--- config.mk ---
export PLATFORM = sky130hd
export DESIGN_NAME = adc_seq_ctrl
export DESIGN_NICKNAME = d
export VERILOG_FILES = /design/src/rtl/adc_seq_pkg.sv /design/src/rtl/adc_spi_shift.sv /design/src/rtl/adc_seq_ctrl.sv
export SDC_FILE = /design/constraint.sdc
export NUM_CORES = 1
export LEC_CHECK = 0
export BUFFER_PORTS_ARGS = -buffer_cell sky130_fd_sc_hd__clkbuf_2
export CELL_PAD_IN_SITES_DETAIL_PLACEMENT = 0
export CELL_PAD_IN_SITES_GLOBAL_PLACEMENT = 2
export CORE_ASPECT_RATIO = 1.75
export CORE_MARGIN = 2
export CORE_UTILIZATION = 40
export CTS_BUF_LIST = sky130_fd_sc_hd__clkbuf_8 sky130_fd_sc_hd__clkbuf_16
export CTS_CLUSTER_SIZE = 14
export DETAILED_ROUTE_END_ITERATION = 16
export GPL_TIMING_DRIVEN = 0
export HOLD_SLACK_MARGIN = 0.03
export PLACE_DENSITY = 0.84
export SYNTH_ARGS = -nofsm -noshare
export SYNTH_HDL_FRONTEND = slang
export SYNTH_SLANG_ARGS = --single-unit
--- constraint.sdc ---
create_clock -name clk -period 5.18 [get_ports clk]
set_input_delay 1.036 -clock clk [delete_from_list [all_inputs] [get_ports clk]]
set_output_delay 1.036 -clock clk [all_outputs]
set_load 0.005 [all_outputs]
--- src/rtl/adc_seq_pkg.sv ---
// Shared types and helpers for the LTC2308-class ADC scan sequencer.
`timescale 1ns/1ps
package adc_seq_pkg;

  typedef enum logic [2:0] {IDLE, CONV, SHIFT, DONE, WAIT} state_t;

  localparam int FRAME_BITS = 12;
  localparam int CFG_BITS   = 6;

  // Single-ended, unipolar, no sleep: {S/D, O/S, S1, S0, UNI, SLP}
  function automatic logic [CFG_BITS-1:0] cfg_word(input logic [2:0] ch);
    return {1'b1, ch[0], ch[2], ch[1], 1'b1, 1'b0};
  endfunction

endpackage

--- src/rtl/adc_spi_shift.sv ---
// ADC SPI frame engine: 12 SCLK pulses, config word out on DIN, result in from DOUT.
// Handshake: a one-cycle start while idle launches a frame; done is high for the
// single cycle ending the last SCLK falling edge, when data holds the full word.
`timescale 1ns/1ps
module adc_spi_shift
  import adc_seq_pkg::*;
#(
  parameter int SCLK_HALF = 2
) (
  input  logic                  clk,
  input  logic                  reset_n,
  input  logic                  start,
  input  logic [CFG_BITS-1:0]   cfg,
  input  logic                  dout,
  output logic                  sclk,
  output logic                  din,
  output logic                  done,
  output logic [FRAME_BITS-1:0] data
);

  localparam logic [4:0]  LAST_EDGE = 5'(2 * FRAME_BITS - 1);
  localparam logic [15:0] HALF_LAST = 16'(SCLK_HALF - 1);

  logic                running;
  logic [15:0]         half_cnt;
  logic [4:0]          edge_cnt;
  logic [CFG_BITS-1:0] cfg_sr;
  logic                tick;

  assign tick = running && (half_cnt == HALF_LAST);
  assign done = tick && (edge_cnt == LAST_EDGE);

  always_ff @(posedge clk or negedge reset_n) begin
    if (!reset_n) begin
      running  <= 1'b0;
      half_cnt <= '0;
      edge_cnt <= '0;
      sclk     <= 1'b0;
      din      <= 1'b0;
      cfg_sr   <= '0;
      data     <= '0;
    end else if (start && !running) begin
      // First config bit is presented a full half-period before the first rise.
      running  <= 1'b1;
      half_cnt <= '0;
      edge_cnt <= '0;
      sclk     <= 1'b0;
      din      <= cfg[CFG_BITS-1];
      cfg_sr   <= {cfg[CFG_BITS-2:0], 1'b0};
    end else if (running) begin
      if (tick) begin
        half_cnt <= '0;
        sclk     <= ~sclk;
        edge_cnt <= edge_cnt + 5'd1;
        if (!sclk) begin
          data <= {data[FRAME_BITS-2:0], dout};
        end else begin
          din    <= cfg_sr[CFG_BITS-1];
          cfg_sr <= {cfg_sr[CFG_BITS-2:0], 1'b0};
        end
        if (edge_cnt == LAST_EDGE) running <= 1'b0;
      end else begin
        half_cnt <= half_cnt + 16'd1;
      end
    end
  end

endmodule

--- src/rtl/adc_seq_ctrl.sv ---
// Round-robin ADC channel scanner with pipelined config/result frames.
// Optional ADC_SEQ_STATS_EN adds a saturating sample_count output.
`timescale 1ns/1ps
module adc_seq_ctrl
  import adc_seq_pkg::*;
#(
  parameter int SCLK_HALF     = 2,
  parameter int CONV_CYCLES   = 80,
  parameter int SAMPLE_PERIOD = 200
) (
  input  logic                  clk,
  input  logic                  reset_n,
  input  logic                  enable,
  input  logic [7:0]            ch_mask,
  output logic                  ADC_CS_N,
  output logic                  ADC_SCLK,
  output logic                  ADC_DIN,
  input  logic                  ADC_DOUT,
  output logic                  sample_valid,
  output logic [FRAME_BITS-1:0] sample_data,
  output logic [2:0]            sample_ch,
  output logic                  busy
`ifdef ADC_SEQ_STATS_EN
  ,
  output logic [15:0]           sample_count
`endif
);

  localparam int MIN_PERIOD = CONV_CYCLES + 24 * SCLK_HALF + 2;
  localparam int PERIOD     = (SAMPLE_PERIOD < MIN_PERIOD) ? MIN_PERIOD : SAMPLE_PERIOD;
  localparam logic [15:0] PERIOD_LAST = 16'(PERIOD - 1);
  localparam logic [15:0] CONV_LAST   = 16'(CONV_CYCLES - 1);

  // Next set mask bit above cur, wrapping; returns cur when it is the only one.
  function automatic logic [2:0] next_ch(input logic [7:0] mask, input logic [2:0] cur);
    logic [2:0] idx;
    next_ch = cur;
    for (int i = 7; i >= 1; i--) begin
      idx = cur + 3'(i);
      if (mask[idx]) next_ch = idx;
    end
  endfunction

  state_t                state;
  logic [15:0]           per_cnt;
  logic [2:0]            cur_ch;
  logic [2:0]            prev_ch;
  logic                  primed;
  logic                  start;
  logic                  spi_done;
  logic [FRAME_BITS-1:0] spi_data;

  // per_cnt restarts at each CONV entry, so CONV-to-CONV spacing equals CS_N rise spacing.
  always_ff @(posedge clk or negedge reset_n) begin
    if (!reset_n) begin
      state        <= IDLE;
      ADC_CS_N     <= 1'b1;
      busy         <= 1'b0;
      start        <= 1'b0;
      per_cnt      <= '0;
      cur_ch       <= '0;
      prev_ch      <= '0;
      primed       <= 1'b0;
      sample_valid <= 1'b0;
      sample_data  <= '0;
      sample_ch    <= '0;
    end else begin
      start        <= 1'b0;
      sample_valid <= 1'b0;
      if (per_cnt != 16'hFFFF) per_cnt <= per_cnt + 16'd1;
      case (state)
        IDLE: begin
          if (enable && (ch_mask != 8'h00)) begin
            cur_ch  <= next_ch(ch_mask, 3'd7);
            primed  <= 1'b0;
            per_cnt <= '0;
            busy    <= 1'b1;
            state   <= CONV;
          end
        end
        CONV: begin
          if (per_cnt >= CONV_LAST) begin
            ADC_CS_N <= 1'b0;
            start    <= 1'b1;
            state    <= SHIFT;
          end
        end
        SHIFT: begin
          if (spi_done) begin
            ADC_CS_N     <= 1'b1;
            sample_valid <= primed;
            if (primed) begin
              sample_data <= spi_data;
              sample_ch   <= prev_ch;
            end
            state <= DONE;
          end
        end
        DONE: begin
          primed  <= 1'b1;
          prev_ch <= cur_ch;
          if (!enable || (ch_mask == 8'h00)) begin
            busy  <= 1'b0;
            state <= IDLE;
          end else begin
            cur_ch <= next_ch(ch_mask, cur_ch);
            if (per_cnt >= PERIOD_LAST) begin
              per_cnt <= '0;
              state   <= CONV;
            end else begin
              state <= WAIT;
            end
          end
        end
        WAIT: begin
          if (per_cnt >= PERIOD_LAST) begin
            per_cnt <= '0;
            state   <= CONV;
          end
        end
        default: state <= IDLE;
      endcase
    end
  end

  adc_spi_shift #(.SCLK_HALF(SCLK_HALF)) u_spi (
    .clk     (clk),
    .reset_n (reset_n),
    .start   (start),
    .cfg     (cfg_word(cur_ch)),
    .dout    (ADC_DOUT),
    .sclk    (ADC_SCLK),
    .din     (ADC_DIN),
    .done    (spi_done),
    .data    (spi_data)
  );

`ifdef ADC_SEQ_STATS_EN
  always_ff @(posedge clk or negedge reset_n) begin
    if (!reset_n) sample_count <= '0;
    else if (sample_valid && (sample_count != 16'hFFFF)) sample_count <= sample_count + 16'd1;
  end
`endif

endmodule

# Word-level counts from Yosys, hierarchy flattened
# Cells that the tools add are included.
[word_totals]
inputBits = 12
reg_bits = 87
word_cells = 153
out_inout_bits = 20
[op_classes]
reduce_logical = 24
n_lt_le_gt_ge = 9
addsub = 10
eq_ne = 14
bitwise = 2
n_mux = 76
[ops]
columns = ["operator", "count"]
rows = [
  ["2-to-1 mux 16 bit", 7],
  ["2-to-1 mux 3 bit", 21],
  ["case mux 16 bit (3 select lines)", 1],
  ["adder 16 x 1 -> 16 bit, second input constant", 2],
  ["less-than comparator 3 x 4 -> 1 bit, second input constant", 7],
  ["2-to-1 mux 1 bit", 28],
  ["2-to-1 mux 6 bit", 4],
  ["binary-select mux 1 bit (select 3 bit)", 7],
  ["equality test 16 x 1 -> 1 bit, second input constant", 1],
  ["greater-or-equal comparator 16 x 7 -> 1 bit, second input constant", 1],
  ["greater-or-equal comparator 16 x 8 -> 1 bit, second input constant", 1],
  ["inequality test 16 bit, second input constant", 1],
  ["2-to-1 mux 5 bit", 3],
  ["case mux 3 bit (5 select lines)", 1],
  ["adder 3 bit, second input constant", 4],
  ["inequality test 2 bit, second input constant", 6],
  ["AND reduction 3 bit", 4],
  ["AND reduction 4 bit", 3],
  ["nonzero test 2 bit", 5],
  ["zero test 8 bit", 1],
  ["inequality test 8 bit, second input constant", 1],
  ["nonzero test 8 bit", 1],
  ["adder 3 x 2 -> 3 bit, second input constant", 2],
  ["equality test 3 x 2 -> 1 bit, second input constant", 2],
  ["other kinds (13)", 21],
]

# Longest topological paths before layout
[depth]
word_depth = 12
ltp_mapped = 12

# Hierarchy
# Synthesis repeated with hierarchy kept, for this count alone.
[hier_totals]
cells_unflattened = 493
area_unflattened_um2 = 4697.0
[by_module_without_submodules]
columns = ["module", "instances", "cells_each", "area_each_um2"]
rows = [
  ["adc_seq_ctrl", 1, 293, 2676.3],
  ["adc_spi_shift", 1, 200, 2020.7],
]

# Worst setup path after synthesis
# Ideal clock, no wire load.
[synth_path]
path_type = "register -> register"
start = "reg cur_ch[0]"
end = "reg cur_ch[1]"
setup_ps = 125
slack_ps = 2598
n_path_buf = 3
synth_period_minus_slack_ps = 2582
t_arrival_ps = 2457
required_time_ps = 5055
path_stages_with_launch = 12
path_cell_list = "dfrtp_1 -> buf_6 -> buf_12 -> inv_1 -> ha_1 -> buf_2 -> mux4_2 -> o211ai_2 -> a31oi_2 -> o21a_1 -> nor2_2 -> mux2_4"
[synth_between]
elab_chain_cells = 11
[synth_rtl]
columns = ["item", "line_no", "source"]
rows = [
  ["start: declaration", "adc_seq_ctrl.sv:46", "logic [2:0] cur_ch;"],
  ["start signal: assignment", "adc_seq_ctrl.sv:74", "cur_ch <= next_ch(ch_mask, 3'd7);"],
  ["start signal: assignment", "adc_seq_ctrl.sv:106", "cur_ch <= next_ch(ch_mask, cur_ch);"],
  ["adder 3 bit", "adc_seq_ctrl.sv:39", "idx = cur + 3'(i);"],
  ["binary-select mux 1 bit (select 3 bit)", "adc_seq_ctrl.sv:40", "if (mask[idx]) next_ch = idx;"],
  ["2-to-1 mux 1 bit (not written as such)", "adc_seq_ctrl.sv:40", ""],
  ["2-to-1 mux 3 bit (6 in a row)", "adc_seq_ctrl.sv:40", ""],
  ["2-to-1 mux 3 bit", "adc_seq_ctrl.sv:102", "if (!enable || (ch_mask == 8'h00)) begin"],
  ["case mux 3 bit (2 select lines)", "adc_seq_ctrl.sv:71", "case (state)"],
]
# Parallel ways exist; a longest one is shown, timed or not. The select of a mux whose other input is x is not followed.
# A chain may end at the register's enable or synchronous reset.

# Final worst setup path
[layout_path]
start = "reg cur_ch[0]"
end = "reg cur_ch[2]"
# The elaborated chain is that of the path after synthesis.

==> results_dict.tcl <==
set metrics [dict create \
    arrival_ns 3.21 \
    min_period_ns 3.01 \
    core_area_mm2 0.0120 \
    synth-edff-count 0 \
    cts_sinks 85 \
    synthSimpleGateAreaFrac_pct 18.8 \
    firstDrtPassIters 4 \
    endpoint_kind "register" \
    comb_power_share_pct 45.0 \
    synth_fa_ha_area_share_pct 1.53 \
    max_freq_mhz 332 \
    grt_pass1_vias 3919 \
    ctsRootBufferMaster "clkbuf_16" \
    slowest_stage "mux4_2" \
    finalClockSkew_ns 0.00939 \
    drc 0 \
    path_clk_slew_ns 0.07 \
    cts_setup_buffers 0 \
    hold-worst-slack_ns 0.482 \
    nNetsFinal 560 \
    rsz0062_at_grt "no" \
    routabilityCongestion 0.911 \
    power_frac_seq_pct 33.1 \
    dieArea_mm2 0.0132 \
    grt_start_max_net_pins 49 \
    vias_per_cell 5.52 \
    synth_top_family_by_area "simple AND/OR/NAND/NOR gates" \
    grt-ovfl-total 0 \
    synth_cells 499 \
    numPortBuffers 31 \
    cp_max_fo 10 \
    drv_slew 0 \
    cts_tree "yes" \
    crit_buf_inv 4 \
    die_w_um 87.9 \
    io_pins 32 \
    dr_total_vias 3928 \
    cts_buffer_depth 2 \
    start_kind "register" \
    wl_um 11800 \
    fin_tns_setup_ns 0 \
    start_util_pct 41.0 \
    n_antenna_cell 0 \
    p_int_mw 1.71 \
    dp_slack_ns 2.19 \
    required_ns 5.38 \
    crit_chain "buf_6, buf_12, inv_1, ha_1, buf_2, mux4_2, o211ai_1, a21oi_1, nor3_1, a221oi_2, a211oi_1, o31ai_1" \
    track_usage_pct 18.9 \
    synth_area_mm2 0.00492 \
    switching_power_mw 1.19 \
    detail_route.wl_per_cell_um 16.6 \
    power_leakage_nw 2.48 \
    switching_share_pct 41.1 \
    status "finished, final reports clean" \
    areaGrowthSynthToFinish_pct 14.0 \
    p_total_mw 2.90 \
    h-tree-depth 3 \
    clk_latency_ns 0.34 \
    slew_headroom_pct 53.3 \
    maxCapViolCount 0 \
    syn_area_per_cell_um2 9.86 \
    yosys.area.top_type "dfrtp_1" \
    hold_viol_final 0 \
    syn_nets 517 \
    drive_gt1_share_pct 20.5 \
    yosys_warnings 0 \
    layout_setup_ws_ns 2.17 \
    fp-row-count 53 \
    peakVddDrop_uv 254 \
    clockPowerShare_pct 21.9 \
    cts_resized 0 \
    synth_compound_area_share_pct 14.3 \
    synthXorXnorAreaFrac_pct 4.83 \
    cts_buffers 9 \
    synth_top_area_share_pct 42.7 \
    grt_pass1_wl_um 19400 \
    setup_viol 0 \
    hp-class "reg2reg" \
    antenna_found_initial 0 \
    synth-seq-cells 85 \
    dpl.hpwl_um 8950 \
    async_flop_share_pct 100 \
    cellPowerDensity_mw_per_mm2 517 \
    critPathMaxStageDelay_ns 0.41 \
    ant_nets 0 \
    period_share_pct 58.1 \
    yosysUniqueCellTypes 66 \
    path_delay_family "compound AO/OA/AOI/OAI gates" \
    path_class "reg2reg" \
    cts-hold-fix-buffers 0 \
    synthMuxAreaShare_pct 13.5 \
    die_h_um 151 \
    nFillCells 1146 \
    synthFlopType "dfrtp_1" \
    synth_area_leaders "dfrtp_1, mux2_2, nor2_1, nand2_1, o21ai_0" \
    drt_iter0_markers 119 \
    tightest_slew_ns 0.681 \
    yosysSeqAreaShare_pct 43.2 \
]
[cells in the mapped netlist, drive strengths merged (3+ instances only)]
master / instances
or4: 4
and3: 6
nand3: 21
clkbuf: 10
xnor2: 10
nand4: 5
and4: 3
nand2b: 5
mux2i: 16
ha: 6
a211oi: 7
nor4b: 3
and2: 7
a311oi: 3
inv: 12
buf: 10
a21oi: 28
mux2: 34
o211ai: 3
dfrtp: 84
nand2: 52
a31oi: 6
nor4: 3
nor2: 59
nor3: 14
mux4: 4
o22ai: 5
o21ai: 34
nor2b: 5
xor2: 15
o31ai: 4
[final timing paths]
path	depth (start not counted)	slack, ns	from	endpoint
setup / recovery	12	2.17	cur_ch[0]	cur_ch[2]
hold / removal	2	0.48	prev_ch[2]	prev_ch[2]
setup reg to reg	12	2.17	cur_ch[0]	cur_ch[2]
hold reg to reg	2	0.48	prev_ch[2]	prev_ch[2]
max in group asynchronous	2	3.84	reset_n	cur_ch[1]
min in group asynchronous	1	0.71	reset_n	u_spi.half_cnt[5]
[worst register-to-register path, cell delays in order (launching register included)]
cell,delay [ns]
dfrtp_1,0.40
buf_6,0.18
buf_12,0.16
inv_1,0.11
ha_1,0.31
buf_2,0.25
mux4_2,0.42
o211ai_1,0.21
a21oi_1,0.06
nor3_1,0.17
a221oi_2,0.07
a211oi_1,0.38
o31ai_1,0.15
[per-stage QoR]
step	instance area (um2)	cells	util (%)
6_report	5610	712	46.8
5_1_grt	5610	712	46.8
4_1_cts	5610	712	46.8
3_5_place_dp	5310	696	44.3
3_3_place_gp	5280	695	44.0
2_1_floorplan	4920	499	-
[registers in the layout (all words and copies together) (netlist names)]
signal / cells
u_spi.running: 1
u_spi.half_cnt: 16
sample_data: 12
cur_ch: 3
start: 1
sample_ch: 3
u_spi.edge_cnt: 5
state: 3
u_spi.sclk: 1
ADC_CS_N: 1
u_spi.din: 1
sample_valid: 1
prev_ch: 3
per_cnt: 16
primed: 1
busy: 1
u_spi.cfg_sr: 4
u_spi.data: 12
[power by group through the flow]
| stage | logic [mW] | clock network [mW] | registers (mW) |
|---|---|---|---|
| final | 1.30 | 0.636 | 0.960 |
| after global placement | 1.29 | 0 | 0.968 |
| after CTS | 1.31 | 0.654 | 0.962 |
| after detailed placement | 1.31 | 0 | 0.974 |
| after global routing | 1.46 | 0.685 | 0.982 |
| after floorplan | 1.02 | 0 | 0.926 |
[final cells by class]
class	instances	area (um2)	area share, %
timing repair buffer	32	185	3.30
clock buffer	9	225	4.01
multi-input combinational	382	2600	46.4
inverter	12	45.0	0.802
sequential	85	2130	37.9
tap	165	206	3.68
buffer	20	145	2.59
clock inverter	7	73.8	1.32
[logic make-up (layout without fill, tap and decap cells)]
group,count (synthesis),after routing
xor+xnor,25,25
fa+ha+maj,6,6
simple gates,191,191
flops,85,85
mux,54,54
compound gates,106,106
buf+inv,32,80
[cells in the final DEF (no fill, tap or decap), types with 4 or more instances in the layout]
cell type | synthesis | final
inv_1 | 11 | 11
nand2b_1 | 5 | 5
and2_1 | 7 | 7
mux2i_1 | 15 | 15
mux2_1 | 7 | 7
a21oi_1 | 27 | 27
clkbuf_16 | 0 | 9
nor2_1 | 54 | 54
dfrtp_1 | 84 | 84
xor2_1 | 15 | 15
nor2b_1 | 5 | 5
a31oi_1 | 5 | 5
nor2_2 | 5 | 5
clkbuf_2 | 0 | 30
ha_1 | 6 | 6
mux4_2 | 4 | 4
nand4_1 | 5 | 5
and3_1 | 6 | 6
nor3_1 | 14 | 14
mux2_4 | 5 | 5
nand2_1 | 50 | 50
a211oi_1 | 6 | 6
mux2_2 | 22 | 22
xnor2_1 | 9 | 9
nand3_1 | 21 | 21
o21ai_0 | 31 | 31
o22ai_1 | 5 | 5
clkbuf_1 | 8 | 8
[per-layer routing]
metal  track usage (%)  vias up  share of wire (%)  routed length [um]
met4              7.85        0                2.8                 336
li1                  -     1897                  -                   -
met3              2.80       22                2.2                 261
met1              21.5     1947                 39                4590
met5                 0        -                  0                   0
met2              34.4       62                 56                6620
No activity file was read; power rests on OpenSTA's default activity.
